File: src/rtl/ldm_stm_seq_pkg.sv
// ldm_stm_seq_pkg: shared CPU constants and the block-transfer sequencer state encoding.
package ldm_stm_seq_pkg;
   typedef enum logic [1:0] {IDLE, XFER, FIN} state_t;
   localparam int unsigned WORD_STRIDE = 4;
endpackage

File: src/rtl/ldm_stm_seq_prio_enc16.sv
// prio_enc16: index of the lowest set bit of a 16-bit mask plus a nonzero flag.
module prio_enc16 (
   input  logic [15:0] i_mask,
   output logic [3:0]  o_idx,
   output logic        o_valid
);
   always_comb begin
      o_idx = '0;
      for (int i = 15; i >= 0; i--)
         if (i_mask[i]) o_idx = 4'(i);
   end
   assign o_valid = |i_mask;
endmodule

File: src/rtl/ldm_stm_seq.sv
// ldm_stm_seq: LDM/STM block-transfer sequencer, one memory beat per selected register.
module ldm_stm_seq
   import ldm_stm_seq_pkg::*;
#(
   parameter int DW = 32
) (
   input  logic          CLK,
   input  logic          RST,
   input  logic          START,
   input  logic          IS_LOAD,
   input  logic          UP,
   input  logic [15:0]   REG_LIST,
   input  logic [DW-1:0] BASE_ADDR,
   output logic [3:0]    RF_RADDR,
   input  logic [DW-1:0] RF_RDATA,
   output logic [3:0]    RF_WADDR,
   output logic [DW-1:0] RF_WDATA,
   output logic          RF_WEN,
   output logic          MEM_REQ,
   output logic          MEM_WE,
   output logic [DW-1:0] MEM_ADDR,
   output logic [DW-1:0] MEM_WDATA,
   input  logic          MEM_ACK,
   input  logic [DW-1:0] MEM_RDATA,
   output logic          BUSY,
   output logic          DONE,
   output logic [DW-1:0] WB_ADDR
);
   state_t        r_state;
   logic          r_is_load;
   logic [15:0]   r_mask;
   logic [DW-1:0] r_addr;
   logic [DW-1:0] r_wb;
   logic          r_rf_wen;
   logic [3:0]    r_rf_waddr;
   logic [DW-1:0] r_rf_wdata;
   logic [3:0]    w_idx;
   logic          w_valid;
   logic [4:0]    w_cnt;
   logic [DW-1:0] w_span;
   logic          w_beat;
   logic          w_last;

   prio_enc16 u_enc (
      .i_mask  (r_mask),
      .o_idx   (w_idx),
      .o_valid (w_valid)
   );

   always_comb begin
      w_cnt = '0;
      for (int i = 0; i < 16; i++)
         w_cnt = w_cnt + 5'(REG_LIST[i]);
   end

   assign w_span = DW'(w_cnt) * DW'(WORD_STRIDE);
   assign w_beat = (r_state == XFER) && w_valid && MEM_ACK;
   // the beat in flight is the last one when it is the only bit left in the mask
   assign w_last = (r_mask & (r_mask - 16'd1)) == '0;

   always_ff @(posedge CLK or posedge RST) begin
      if (RST) begin
         r_state    <= IDLE;
         r_is_load  <= 1'b0;
         r_mask     <= '0;
         r_addr     <= '0;
         r_wb       <= '0;
         r_rf_wen   <= 1'b0;
         r_rf_waddr <= '0;
         r_rf_wdata <= '0;
      end else begin
         r_rf_wen <= 1'b0;
         case (r_state)
            IDLE: if (START) begin
               r_is_load <= IS_LOAD;
               r_mask    <= REG_LIST;
               r_addr    <= UP ? BASE_ADDR : BASE_ADDR - w_span;
               r_wb      <= UP ? BASE_ADDR + w_span : BASE_ADDR - w_span;
               r_state   <= (REG_LIST == '0) ? FIN : XFER;
            end
            XFER: if (w_beat) begin
               r_mask     <= r_mask & ~(16'd1 << w_idx);
               r_addr     <= r_addr + DW'(WORD_STRIDE);
               r_rf_wen   <= r_is_load;
               r_rf_waddr <= w_idx;
               r_rf_wdata <= MEM_RDATA;
               if (w_last) r_state <= FIN;
            end
            default: r_state <= IDLE;
         endcase
      end
   end

   assign BUSY      = r_state != IDLE;
   assign DONE      = r_state == FIN;
   assign MEM_REQ   = r_state == XFER;
   assign MEM_WE    = MEM_REQ && !r_is_load;
   assign MEM_ADDR  = r_addr;
   assign MEM_WDATA = MEM_WE ? RF_RDATA : '0;
   assign RF_RADDR  = w_idx;
   assign RF_WEN    = r_rf_wen;
   assign RF_WADDR  = r_rf_waddr;
   assign RF_WDATA  = r_rf_wdata;
   assign WB_ADDR   = r_wb;
endmodule

File: config.mk
export PLATFORM = sky130hd
export DESIGN_NAME = ldm_stm_seq
export DESIGN_NICKNAME = d
export VERILOG_FILES = /design/src/rtl/ldm_stm_seq_pkg.sv /design/src/rtl/ldm_stm_seq_prio_enc16.sv /design/src/rtl/ldm_stm_seq.sv
export SDC_FILE = /design/constraint.sdc
export NUM_CORES = 1
export LEC_CHECK = 0
export CORE_MARGIN = 2
export CORE_UTILIZATION = 30
export DETAILED_ROUTE_END_ITERATION = 16
export PLACE_DENSITY = 0.64
export SYNTH_ARGS = -nofsm -noshare
export SYNTH_HDL_FRONTEND = slang
export SYNTH_SLANG_ARGS = --single-unit
File: constraint.sdc
create_clock -name CLK -period 3.4 [get_ports CLK]
set_clock_uncertainty 0.15 [all_clocks]
set_input_delay 0.34 -clock CLK [delete_from_list [all_inputs] [get_ports CLK]]
set_output_delay 0.34 -clock CLK [all_outputs]
set_load 0.005 [all_outputs]
==> results.sh <==
export IMPL_placeableCoreArea_um2=26100
export IMPL_final_hold_worst_slack_ps=33.7
export IMPL_dr_total_vias=8400
export IMPL_finalCriticalPeriod_ps=5040
export IMPL_post_drt_via_cell_ratio=5.15
export IMPL_cts_num_sinks=120
export IMPL_seq_area_frac_synth_pct=37.7
export IMPL_placed_cell_area_um2=11600
export IMPL_tritoncts_num_buffers=17
export IMPL_outcome="finished with violations"
export IMPL_p_per_area_nw_per_um2=833
export IMPL_crit_slowest_cell="fa_1"
export IMPL_ff_latch_area_um2=3000
export IMPL_timing_critical_path_to_type="register"
export IMPL_grt_antenna_before_repair=0
export IMPL_floorplan_initialDensity_pct=30.6
export IMPL_wl_mm=30.0
export IMPL_drt_first_iter_violations=532
export IMPL_synth_yosys_warnings=0
export IMPL_failed_checks="setup timing"
export IMPL_fmax_mhz=198
export IMPL_async_reset_ff_share_pct=100
export IMPL_diodes=0
export IMPL_n_fill_cell=2340
export IMPL_total_power_mw=10.9
export IMPL_relSlewSlack_pct=40.0
export IMPL_path_common_cell="fa_1"
export IMPL_clk_path_buf_depth=2
export IMPL_multiInputGateArea_um2=5270
export IMPL_syn_avg_cell_area_um2=8.37
export IMPL_ctsRootBufferMaster="clkbuf_16"
export IMPL_number_of_nets_at_the_end_of_the_flow=1433
export IMPL_gate_count_post_synth=952
export IMPL_synth_net_count=1100
export IMPL_grt_start_max_net_pins=84
export IMPL_die_area_um2=27900
export IMPL_rsz0062_at_grt="true"
export IMPL_post_synth_top_area_cell="dfrtp_1"
export IMPL_ys_top_cells_by_area="dfrtp_1 38%, nand2_1 8.8%, o21ai_0 3.6%"
export IMPL_floorplan_die_height_um=167
export IMPL_hold_violations=0
export IMPL_hold_path_class="in2reg"
export IMPL_ctsHoldBuffers=0
export IMPL_crit_type="in2reg"
export IMPL_dr_drc_count=0
export IMPL_ir_drop_mv=0.383
export IMPL_layout_cells_most_common="clkdlybuf4s50_1"
export IMPL_post_synth_instance_area_um2=7970
export IMPL_drv_slew=0
export IMPL_first_global_vias=8515
export IMPL_cap_violations=0
export IMPL_finalInstanceArea_um2=13100
export IMPL_critical_path_max_stage_delay_ps=540
export IMPL_layout_common_cells="248 x clkdlybuf4s50_1, 181 x nand2_1, 120 x dfrtp_1"
export IMPL_setup_ws_ps=-1640
export IMPL_ant_nets=0
export IMPL_rows=59
export IMPL_post_place_ws_ps=-2730
export IMPL_setup_tns_ps=-82090
export IMPL_yosysTopAreaCellShare_pct=37.7
export IMPL_layout_worst_path_cycle_share_pct=148
export IMPL_syn2layout_area_growth_pct=64.5
export IMPL_number_of_flops_mapped_to_enable_cells_by_yosys=0
export IMPL_io_pins=259
export IMPL_cts_clk_slew_worst_paths_ps=60
export IMPL_setup_viol_count_final=58
export IMPL_proportion_of_layout_cells_with_a_drive_suffix_above_1_pct=21.7
export IMPL_synthDistinctLibCells=73
export IMPL_ys_ff_latch=120
export IMPL_critical_path_required_ps=3580
export IMPL_cp_max_fo=5
export IMPL_dieWidth_um=167
export IMPL_worstPathCellList="buf_8 > inv_8 > fa_1 > fa_1 > fa_1 > fa_1 > inv_2 > ha_4 > fa_2 > a21o_1 > and2_4 > inv_2 > ha_4 > or4_4 > or3_4 > buf_6 > nor4_4 > buf_6 > nand2_4 > xor2_4 > a211oi_2"
export IMPL_worstMarginPinSlew_ps=900
export IMPL_static_leakage_power_nw=5.49
export IMPL_routedWlPerCell_um=18.4
export IMPL_startpoint_types="input pin"
export IMPL_port_buffers=258
export IMPL_drtPass1Iterations=5
export IMPL_clk_latency_worst_skew_pair_ps=420
export IMPL_htreeDepth=4
export IMPL_half_perimeter_wire_length_of_the_detailed_placement_result_mm=21.3
export IMPL_globalRoute_totalOverflow=0
export IMPL_grt_first_pass_wirelength_mm=47.9
export IMPL_grt_use_total_pct=21.5
export IMPL_worst_endpoint_arrival_ps=5220
export IMPL_gpl_final_weighted_congestion=0.955
export IMPL_yosys_most_used_dff="dfrtp_1"
export IMPL_cts_tree="built"
[synth_stat cells (5+ instances only)]
cell and n:
clkbuf_1 44, o32ai_1 7, inv_1 49, o31ai_1 7, or2_2 5, and2_1 38
or4_1 6, a31oi_1 14, mux2i_1 9, a21oi_1 53, a21o_1 5, fa_1 12
nor4_1 14, nand2_1 186, dfrtp_1 120, and3_1 9, ha_1 18, nand2b_1 10
buf_6 8, a211oi_1 6, a221oi_1 6, xnor2_1 32, buf_4 5, o211ai_1 6
nor3_1 18, nand4_1 15, a22oi_1 7, nand3_1 21, o22ai_1 14, xor2_1 23
o311ai_0 6, nor2_1 48, o21ai_0 58
[path summary, 6_finish.rpt]
| kind | from | endpoint | slack (ps) | cells after the start |
|---|---|---|---|---|
| max | REG_LIST[11] | MEM_ADDR[28] | -1640 | 21 |
| min | REG_LIST[9] | r_mask[9] | 30 | 3 |
| max reg2reg | r_mask[0] | r_state[0] | 620 | 7 |
| min reg2reg | RF_WDATA[30] | RF_WDATA[30] | 320 | 2 |
| max in group asynchronous | RST | WB_ADDR[25] | 2110 | 3 |
| min in group asynchronous | RST | r_state[1] | 300 | 2 |
[cell type report]
cell class,instances,share of cell area (%)
multi-input cells,721,40.2
repair buffers,376,27.1
flip-flops and latches,120,22.9
clock buffers,18,3.35
well taps,335,3.20
clock inverters,13,1.73
inverters,49,1.53
[state kept, by name (all words and copies together), names as in the netlist]
name and count:
r_is_load 1, RF_WEN 1, WB_ADDR 32, r_mask 16, RF_WDATA 32, r_state 2
MEM_ADDR 32, RF_WADDR 4
[cells by family after synthesis]
| family | after synthesis | share of synthesized area [%] |
|---|---|---|
| AO/OA/AOI/OAI | 224 | 18.1 |
| adder cells (fa/ha/maj) | 30 | 5.84 |
| buffers and inverters | 111 | 6.36 |
| XOR/XNOR | 55 | 6.05 |
| flip-flops | 120 | 37.7 |
| AND/OR/NAND/NOR | 402 | 24.7 |
| multiplexers | 10 | 1.27 |
[critical path, delay by kind of cell]
family,cells,cell delay (ps)
adder cells (fa/ha/maj),7,2460
AND/OR/NAND/NOR,5,1350
XOR/XNOR,1,160
buffers and inverters,6,580
AO/OA/AOI/OAI,2,330
[stage by stage]
stage,cells,utilization (%)
6_report,1632,50.3
5_1_grt,1632,50.3
4_1_cts,1631,49.6
3_5_place_dp,1581,44.5
3_3_place_gp,1581,44.5
2_1_floorplan,952,-
[per-layer routing]
| layer | GRT usage, % | vias up | part of all wire [%] | wire, um |
|---|---|---|---|---|
| met1 | 29.3 | 4019 | 44 | 13300 |
| met4 | 6.82 | 0 | 1.8 | 550 |
| met3 | 3.94 | 32 | 6.5 | 1960 |
| li1 | - | 3998 | - | - |
| met2 | 34.7 | 351 | 47 | 14200 |
| met5 | 0 | - | 0 | 0 |
[where the power goes]
| part | internal [mW] | switching [mW] | total (mW) | leakage (nW) |
|---|---|---|---|---|
| clock network | 1.39 | 0.701 | 2.09 | 0.318 |
| logic | 3.36 | 2.76 | 6.13 | 3.72 |
| registers | 2.04 | 0.666 | 2.71 | 1.45 |
| total | 6.79 | 4.13 | 10.9 | 5.49 |
[repair_timing]
| item | in CTS | in global routing |
|---|---|---|
| setup buffers | 20 | 4 |
| endpoints found under the hold margin | 0 | 0 |
| gates resized for setup | 137 | 37 |
| endpoints found under the setup margin | 60 | 59 |
| gates cloned | 0 | 0 |
| pin swaps | 63 | 36 |
No activity file was read; power rests on OpenSTA's default activity.
